`src/rtl/cpu_pkg.sv`:
```
// Shared definitions for the 8-bit single-cycle CPU: sequencer states, run modes
// and instruction width.
package cpu_pkg;

  localparam int INSTR_W = 8;

  // 2'd3 is unused; the sequencer treats it as illegal and recovers to ST_HALT.
  typedef enum logic [1:0] {
    ST_HALT  = 2'd0,
    ST_FETCH = 2'd1,
    ST_EXEC  = 2'd2
  } seqState_t;

  typedef enum logic {
    RUN  = 1'b0,
    STEP = 1'b1
  } runMode_t;

endpackage

```
`src/rtl/seq_watchdog.sv`:
```
// Fetch watchdog: counts consecutive enabled cycles and flags the TIMEOUT-th one.
module seq_watchdog #(
  parameter int TIMEOUT = 15
) (
  input  logic clk,
  input  logic Reset,
  input  logic clear,
  input  logic enable,
  output logic expired
);

  localparam int CW = (TIMEOUT < 2) ? 1 : $clog2(TIMEOUT + 1);
  localparam logic [CW-1:0] LAST = CW'(TIMEOUT - 1);

  logic [CW-1:0] count;

  always_ff @(posedge clk or negedge Reset) begin
    if (!Reset) begin
      count <= '0;
    end else if (clear) begin
      count <= '0;
    end else if (enable && (count != LAST)) begin
      count <= count + CW'(1);
    end
  end

  // count holds the number of cycles already spent, so LAST marks the final allowed one.
  assign expired = enable && (count == LAST);

endmodule

```
`src/rtl/exec_sequencer.sv`:
```
// Run-control and fetch sequencer: fetches over req/ack, issues a one-cycle commit,
// and provides run/step/halt, PC breakpoint, fetch watchdog and retired counter.
module exec_sequencer
  import cpu_pkg::*;
#(
  parameter int TIMEOUT = 15,
  parameter int CNT_W   = 16
) (
  input  logic               clk,
  input  logic               Reset,
  input  logic               run,
  input  logic               step,
  input  logic               halt,
  input  logic               bp_en,
  input  logic [7:0]         bp_addr,
  input  logic [7:0]         pc,
  output logic               imem_req,
  output logic [7:0]         imem_addr,
  input  logic               imem_ack,
  input  logic [INSTR_W-1:0] imem_data,
  output logic [INSTR_W-1:0] instr,
  output logic               commit,
  output logic               halted,
  output logic               fault,
  output logic [CNT_W-1:0]   retired,
  output logic [1:0]         state
);

  seqState_t           stateQ;
  runMode_t            modeQ;
  logic                bpSkip;
  logic                haltPend;
  logic                fetchFirst;
  logic [INSTR_W-1:0]  instrQ;
  logic                commitQ;
  logic                haltedQ;
  logic                faultQ;
  logic [CNT_W-1:0]    retiredQ;
  logic                wdExpired;
  logic                bpHit;

  seq_watchdog #(.TIMEOUT(TIMEOUT)) u_watchdog (
    .clk     (clk),
    .Reset   (Reset),
    .clear   (stateQ != ST_FETCH),
    .enable  (stateQ == ST_FETCH),
    .expired (wdExpired)
  );

  // The breakpoint is judged only in the first FETCH cycle, against the PC that
  // was written at the end of the previous EXEC, so a hit never raises a request.
  assign bpHit = (stateQ == ST_FETCH) && fetchFirst && bp_en &&
                 (pc == bp_addr) && !bpSkip;

  assign imem_req  = (stateQ == ST_FETCH) && !bpHit;
  assign imem_addr = pc;

  // NOTE: all state below uses non-blocking assignments so every register samples
  // the pre-edge values; the pulse outputs default low and are raised per transition.
  always_ff @(posedge clk or negedge Reset) begin
    if (!Reset) begin
      stateQ     <= ST_HALT;
      modeQ      <= STEP;
      bpSkip     <= 1'b0;
      haltPend   <= 1'b0;
      fetchFirst <= 1'b0;
      instrQ     <= '0;
      commitQ    <= 1'b0;
      haltedQ    <= 1'b1;
      faultQ     <= 1'b0;
      retiredQ   <= '0;
    end else begin
      commitQ    <= 1'b0;
      haltedQ    <= 1'b0;
      fetchFirst <= 1'b0;
      case (stateQ)
        ST_HALT: begin
          if (!halt && (run || step)) begin
            modeQ      <= run ? RUN : STEP;
            bpSkip     <= 1'b1;
            faultQ     <= 1'b0;
            fetchFirst <= 1'b1;
            stateQ     <= ST_FETCH;
          end else begin
            haltedQ <= 1'b1;
          end
        end
        ST_FETCH: begin
          if (bpHit) begin
            haltPend <= 1'b0;
            haltedQ  <= 1'b1;
            stateQ   <= ST_HALT;
          end else if (imem_ack) begin
            instrQ  <= imem_data;
            bpSkip  <= 1'b0;
            commitQ <= 1'b1;
            stateQ  <= ST_EXEC;
            if (halt) haltPend <= 1'b1;
          end else if (wdExpired) begin
            faultQ   <= 1'b1;
            haltPend <= 1'b0;
            haltedQ  <= 1'b1;
            stateQ   <= ST_HALT;
          end else if (halt) begin
            haltPend <= 1'b1;
          end
        end
        ST_EXEC: begin
          retiredQ <= retiredQ + CNT_W'(1);
          if ((modeQ == RUN) && !haltPend && !halt) begin
            fetchFirst <= 1'b1;
            stateQ     <= ST_FETCH;
          end else begin
            haltPend <= 1'b0;
            haltedQ  <= 1'b1;
            stateQ   <= ST_HALT;
          end
        end
        default: begin
          haltPend <= 1'b0;
          haltedQ  <= 1'b1;
          stateQ   <= ST_HALT;
        end
      endcase
    end
  end

  assign instr   = instrQ;
  assign commit  = commitQ;
  assign halted  = haltedQ;
  assign fault   = faultQ;
  assign retired = retiredQ;
  assign state   = stateQ;

endmodule

```
`config.mk`:
```
export PLATFORM = sky130hd
export DESIGN_NAME = exec_sequencer
export DESIGN_NICKNAME = d
export VERILOG_FILES = /design/src/rtl/cpu_pkg.sv /design/src/rtl/seq_watchdog.sv /design/src/rtl/exec_sequencer.sv
export SDC_FILE = /design/constraint.sdc
export NUM_CORES = 1
export LEC_CHECK = 0
export ABC_AREA = 0
export ABC_CLOCK_PERIOD_IN_PS = 4150
export CAP_MARGIN = 20
export CORE_UTILIZATION = 25
export CTS_BUF_LIST = sky130_fd_sc_hd__clkbuf_2 sky130_fd_sc_hd__clkbuf_4 sky130_fd_sc_hd__clkbuf_8
export DETAILED_ROUTE_END_ITERATION = 8
export SLEW_MARGIN = 10
export SYNTH_ARGS = -nofsm -noshare
export SYNTH_HDL_FRONTEND = slang
export SYNTH_SLANG_ARGS = --single-unit
```
`constraint.sdc`:
```
create_clock -name clk -period 4.15 [get_ports clk]
set_input_delay 0.415 -clock clk [delete_from_list [all_inputs] [get_ports clk]]
set_output_delay 0.415 -clock clk [all_outputs]
set_load 0.05 [all_outputs]
```
==> results.sh <==
export IMPL_cts_inserted_buffers=5
export IMPL_synth_largest_area_cell="sky130_fd_sc_hd__dfrtp_1"
export IMPL_antenna_diode_count=0
export IMPL_worstSkewPairLatency_ps=290
export IMPL_postRouteAntennaNets=0
export IMPL_yosysWarnings=0
export IMPL_final_period_minus_worst_setup_slack_ps=2920
export IMPL_met2WireLength_mm=1.80
export IMPL_clock_transition_at_the_registers_of_the_reported_paths_ps=80
export IMPL_place_inst=312
export IMPL_cts_setup_buffers=0
export IMPL_slowest_delay_ps=700
export IMPL_share_clk_of_total_power=0.187
export IMPL_pnr_worst_setup_slack_ps=1230
export IMPL_hp_class="in2async"
export IMPL_drive_gt1_frac=0.134
export IMPL_cellInternalPower_w=0.000849
export IMPL_critPathCaptureType="output pin"
export IMPL_power_leakage_nw=1.07
export IMPL_clock_sinks=37
export IMPL_timing_critical_path_fanout_max=5
export IMPL_grt_antenna_before_repair=0
export IMPL_final_cells=320
export IMPL_die_area_sq_mm=0.00754
export IMPL_cp_max_stage_cell="sky130_fd_sc_hd__clkdlybuf4s50_1"
export IMPL_setup_viol_count_final=0
export IMPL_num_fill_cells=707
export IMPL_die_y_um=86.8
export IMPL_placeableCoreArea_sq_mm=0.00687
export IMPL_num_io_pins=69
export IMPL_synth_edf_count=0
export IMPL_setup_tns_final_ps=0
export IMPL_synth_async_reset_ratio=1.00
export IMPL_first_drt_pass_iteration_count=4
export IMPL_syn_avg_cell_area_sq_um=11.5
export IMPL_tritoncts="built"
export IMPL_globalplace_congestion=0.680
export IMPL_route_detailed_wl_per_inst_um=11.8
export IMPL_drc=0
export IMPL_critPathTopFamily="buffers and inverters"
export IMPL_worst_clock_skew_ps=10.1
export IMPL_cts_htree_levels=2
export IMPL_number_of_standard_cells_after_synthesis=157
export IMPL_drv_max_cap_violation_count=0
export IMPL_synth_cell_area_sq_mm=0.00180
export IMPL_total_power_w=0.00145
export IMPL_dp_worst_setup_slack_ps=1210
export IMPL_critPathMostFrequentCell="sky130_fd_sc_hd__clkdlybuf4s50_1"
export IMPL_cts_hold_buffers_added=0
export IMPL_pin_count_of_the_biggest_net_entering_global_routing=38
export IMPL_synth_yosys_seq_area_share=0.516
export IMPL_post_dp_cell_area_sq_mm=0.00253
export IMPL_design_area_sq_mm=0.00263
export IMPL_yosys_top_cells_area="sky130_fd_sc_hd__dfrtp_1 49%, sky130_fd_sc_hd__xor2_1 6.8%, sky130_fd_sc_hd__mux2_2 5.6%"
export IMPL_buffer_ports_inserted=68
export IMPL_routed_wirelength_mm=3.76
export IMPL_timing_critical_path_from_type="primary input"
export IMPL_met3_wirelength_um=349
export IMPL_ys_top_cells_by_count="35 x sky130_fd_sc_hd__dfrtp_1, 14 x sky130_fd_sc_hd__xor2_1, 13 x sky130_fd_sc_hd__nor2_1"
export IMPL_timing_final_crit_share=0.703
export IMPL_pwr_dens_mw_per_mm2=552
export IMPL_flow_area_growth_from_synthesis_pct=46.1
export IMPL_finalNetCount=257
export IMPL_topRoutingLayerUsed="met4"
export IMPL_worst_slew_margin_rel=0.424
export IMPL_synth_ff_latch_count=37
export IMPL_power_switching_fraction=0.415
export IMPL_net_load_switching_power_w=0.000601
export IMPL_setup_repair_after_global_routing_missed_its_margin="no"
export IMPL_hold_viol=0
export IMPL_vdd_drop_max_mv=0.177
export IMPL_critical_path_cell_chain="clkdlybuf4s50_1, xor2_1, nor4_4, and3_1, nor2_1, clkdlybuf4s50_1"
export IMPL_report_final_slew_viol_count=0
export IMPL_sequentialPowerShare=0.368
export IMPL_criticalPathCategory="in2out"
export IMPL_achievable_frequency_mhz=343
export IMPL_post_synth_top_count_cell="sky130_fd_sc_hd__dfrtp_1"
export IMPL_synth_net_count=191
export IMPL_dr_vias_cell=4.36
export IMPL_grt_pass1_wl_mm=6.67
export IMPL_tot_gr_track_use=0.115
export IMPL_synth_cell_types=39
export IMPL_share_comb_of_total_power=0.445
export IMPL_ctsLongestPathBuffers=2
export IMPL_timing_critical_path_buf_inv=2
export IMPL_wirelength_met1_mm=1.55
export IMPL_dominantRegCellSynth="sky130_fd_sc_hd__dfrtp_1"
export IMPL_synth_top_area_share=0.487
export IMPL_first_drt_iteration_drcs=15
export IMPL_placement_rows=30
export IMPL_floorplan_die_width_um=86.8
export IMPL_outcome="completed"
export IMPL_start_util=0.262
export IMPL_grt_overflow=0
export IMPL_worst_pin_slew_ps=856
export IMPL_dr_total_vias=1394
export IMPL_dp_hpwl_mm=2.84
export IMPL_required_ps=3730
export IMPL_grt_pass1_vias=1511
export IMPL_ctsRootBufferMaster="sky130_fd_sc_hd__clkbuf_8"
export IMPL_critPathArrivalTime_ps=2500
export IMPL_ctsResizeCount=0
[power groups by stage]
stage          Clock, W  Sequential, W  Combinational (W)
6_report       0.000271       0.000534           0.000646
4_1_cts        0.000281       0.000535           0.000655
3_5_place_dp          0       0.000542           0.000653
2_1_floorplan         0       0.000776           0.000180
3_3_place_gp          0       0.000536           0.000648
5_1_grt        0.000295       0.000551           0.000683
[layer usage]
metal,GRT usage,vias up
met2,0.189,53
met3,0.0524,8
li1,-,667
met5,0,-
met4,0.0409,0
met1,0.131,666
[registers in the layout (all words and copies together) (netlist names)]
register          flops
retired              16
commit                1
modeQ                 1
halted                1
haltPend              1
state                 2
fetchFirst            1
fault                 1
instr                 8
u_watchdog.count      4
bpSkip                1
[worst paths after layout]
check	end	from	cells past startpoint	slack, ps
setup / recovery	imem_req	pc[5]	6	1230
hold / removal	retired[15]	Reset	1	210
setup reg to reg	instr[7]	state[1]	4	2410
hold reg to reg	retired[15]	retired[15]	1	460
max in group asynchronous	state[1]	Reset	1	3410
min in group clk	retired[15]	retired[15]	1	460
[cell families after synthesis]
| group | Yosys count | synth area share |
|---|---|---|
| buf+inv | 16 | 0.0508 |
| xor+xnor | 24 | 0.117 |
| simple gates | 54 | 0.176 |
| compound gates | 14 | 0.0626 |
| flops | 37 | 0.516 |
| mux | 9 | 0.0564 |
| fa+ha+maj | 3 | 0.0209 |
[layout by cell type, fill, tap and decap left out, types with 2 or more instances in the layout]
cell	netlist	layout
sky130_fd_sc_hd__clkdlybuf4s50_1	0	67
sky130_fd_sc_hd__dfrtp_1	35	35
sky130_fd_sc_hd__xor2_1	14	14
sky130_fd_sc_hd__nor2_1	13	13
sky130_fd_sc_hd__xnor2_1	10	10
sky130_fd_sc_hd__nand2_1	9	9
sky130_fd_sc_hd__mux2_2	9	9
sky130_fd_sc_hd__inv_1	7	7
sky130_fd_sc_hd__nor3_1	6	6
sky130_fd_sc_hd__clkbuf_8	0	6
sky130_fd_sc_hd__nor3_2	4	4
sky130_fd_sc_hd__nand3_1	4	4
sky130_fd_sc_hd__a31oi_1	3	3
sky130_fd_sc_hd__ha_1	3	3
sky130_fd_sc_hd__nand3b_1	2	2
sky130_fd_sc_hd__nand2b_1	2	2
sky130_fd_sc_hd__or3_1	2	2
sky130_fd_sc_hd__o21ai_0	2	2
sky130_fd_sc_hd__nand4_1	2	2
sky130_fd_sc_hd__clkbuf_4	0	2
sky130_fd_sc_hd__dfstp_2	2	2
[through the flow]
stage	utilization	hold slack [ps]
finish	0.382	215
global route	0.382	299
CTS	0.382	260
detailed placement	0.368	462
global placement	0.368	455
floorplan	-	119
[area by class of cell]
cell class / instances / area (sq um) / share of cell area
repair buffers: 68 / 676 / 0.257
flip-flops and latches: 37 / 928 / 0.354
clock buffers: 8 / 97.6 / 0.0372
inverters: 7 / 26.3 / 0.0100
multi-input cells: 104 / 778 / 0.296
well taps: 96 / 120 / 0.0457
(Power assumes the default switching activity.)
==> RTL edit: new RTL, config.mk and constraints unchanged <==
Reset style: synchronous (`Reset`), changed in 2 clocked blocks.
--- a/src/rtl/seq_watchdog.sv
+++ b/src/rtl/seq_watchdog.sv
@@ -15,5 +15,5 @@
   logic [CW-1:0] count;
 
-  always_ff @(posedge clk or negedge Reset) begin
+  always_ff @(posedge clk) begin
     if (!Reset) begin
       count <= '0;
--- a/src/rtl/exec_sequencer.sv
+++ b/src/rtl/exec_sequencer.sv
@@ -58,5 +58,5 @@
   // NOTE: all state below uses non-blocking assignments so every register samples
   // the pre-edge values; the pulse outputs default low and are raised per transition.
-  always_ff @(posedge clk or negedge Reset) begin
+  always_ff @(posedge clk) begin
     if (!Reset) begin
       stateQ     <= ST_HALT;
Formal check against the unedited RTL: differs if Reset is asserted again (counterexample within 4 cycles, from zero or initial values and one cycle with Reset low); with Reset held inactive, the same outputs for 10 cycles.
==> RTL edit against the unedited design <==
Worst setup slack gained 0.14 ns. Sequential cell count did not move. Non-clock buffer count is 1 higher. Cell area down 2.1%. Die area decreased by 1.8%. Synthesized area fell by 1.8%. Via count up 7.6%. Synthesized cell count rose by 25%. Routed wire length rose by 0.66%. Utilization decreased by 0.39 points. Highest routed layer unchanged.
Power is not compared: it rests on default switching activity, and its combinational part moved more than twofold at a synthesized area within 25%.
==> RTL edit: results (changes against the unedited design) <==
[run_status]
status = complete, no violations

[global_route]
globalRouteMet1Util_pct = 13.3  ; +0.20 points
vias_in_the_first_global_route = 1496  ; -0.99%
gr-usage-met3_pct = 4.52  ; -0.71 points
grt_antenna_before_repair = 0  ; unchanged
grt_pass1_wl_mm = 6.60  ; -1.1%
grt_usage_pct = 11.1  ; -0.36 points
grtUsageMet2_pct = 18.3  ; -0.57 points
grt_start_max_net_pins = 27  ; -29%

[clock_tree]
postCtsSetupRepairBufs = 0  ; unchanged
deepest_clock_path_buffer_count = 2  ; unchanged
cts-resized-gates = 0  ; unchanged
root_buffer = sky130_fd_sc_hd__clkbuf_8
clk_pin_slew_ns = 0.07
cts.htree.levels = 2  ; unchanged
worst_skew_pair.late_latency_ns = 0.28

[synthesis]
yosysWarningCount = 0  ; unchanged
synth_cell_types = 36  ; -7.7%
ys_async_sr_fraction_pct = 0  ; -100 points
synth_nets = 231  ; +21%
synth.top_cells.by_count = sky130_fd_sc_hd__dfxtp_1, sky130_fd_sc_hd__nand2_1, sky130_fd_sc_hd__xor2_1
yosys_most_used_dff = sky130_fd_sc_hd__dfxtp_1
yosysSeqAreaShare_pct = 42.0  ; -9.7 points
synth_area_leaders = sky130_fd_sc_hd__dfxtp_1, sky130_fd_sc_hd__xor2_1, sky130_fd_sc_hd__mux2i_1

[route]
route.final.wire_length_mm = 3.79  ; +0.66%
routed_via_density = 4.21  ; -3.3%
dr.first_iter.drc_count = 37  ; +22
drt_pre_antenna_iters = 4  ; unchanged

[timing]
hold_slack_ns = 0.458  ; +0.243 ns
slew-limit-headroom_pct = 38.3  ; -4.1 points
fin_setup_tns_ns = 0  ; unchanged
final.setup_skew_ns = 0.00621  ; -0.00388 ns

[setup_path]
worst-endpoint-arrival_ns = 2.36  ; -0.14 ns
regToRegSetupSlack_ns = 2.46  ; +0.05 ns
crit_fanout = 5  ; unchanged

[worst_hold_path]
hold_class = reg -> reg

[layout]
flip_flop_count_of_the_largest_register_after_layout = 16  ; unchanged
antenna_cells_inserted = 0  ; unchanged
final_layout_size_suffix_gt1_share_pct = 5.38  ; -8.0 points
finish.net_count = 293  ; +14%
final.fill_count = 706  ; -0.14%

[power]
p_leak_uw = 0.000964

[place]
dpl.hpwl_mm = 2.82  ; -0.77%
gp_congestion = 0.684  ; +0.51%

[RTL edit: critical path, cell delays in order]
cell and delay, ns:
sky130_fd_sc_hd__clkdlybuf4s50_1 0.50, sky130_fd_sc_hd__xor2_1 0.26, sky130_fd_sc_hd__nor4_4 0.08, sky130_fd_sc_hd__a31oi_2 0.24, sky130_fd_sc_hd__clkdlybuf4s50_1 0.87
[RTL edit: final timing paths]
check | startpoint | end | depth (start not counted)
max | pc[2] | imem_req | 5
min | instr[2]$_SDFFE_PN0P_ | instr[2]$_SDFFE_PN0P_ | 2
max reg2reg | state[0]$_SDFFE_PN0P_ | instr[7]$_SDFFE_PN0P_ | 5
min reg2reg | instr[2]$_SDFFE_PN0P_ | instr[2]$_SDFFE_PN0P_ | 2
[RTL edit: per-layer routing]
metal,vias to the layer above,wire [um]
met5,-,0
met4,0,44
met3,6,312
met2,54,1670
met1,662,1760
li1,778,-
[RTL edit: kinds of logic after synthesis]
family,count (synthesis),share of synthesized area (%)
and+or+nand+nor,86,26.7
DFF,37,42.0
buffers and inverters,22,7.02
AOI/OAI and AO/OA,20,7.16
xor gates and xnor gates,20,9.92
muxes,9,5.10
adders and majority gates,3,2.13
[RTL edit: final cells by class]
type	instances	area share, %
tap	96	4.67
sequential	37	28.8
inverter	8	1.17
timing repair buffer	69	26.8
multi-input combinational	138	35.0
clock buffer	8	3.55
[RTL edit: where the power goes]
group / internal, uW / switching [uW] / total (uW)
Sequential: 366 / 7.88 / 373
Clock: 139 / 121 / 260
Combinational: 61.7 / 77.9 / 140
[RTL edit: metrics by stage]
| step | instances | setup slack, ns | cell area [sq um] |
|---|---|---|---|
| 2_1_floorplan | 197 | 1.80 | 1770 |
| 3_5_place_dp | 348 | 1.36 | 2480 |
| 3_3_place_gp | 348 | 1.43 | 2480 |
| 4_1_cts | 356 | 1.34 | 2570 |
| 6_report | 356 | 1.37 | 2570 |
| 5_1_grt | 356 | 1.25 | 2570 |
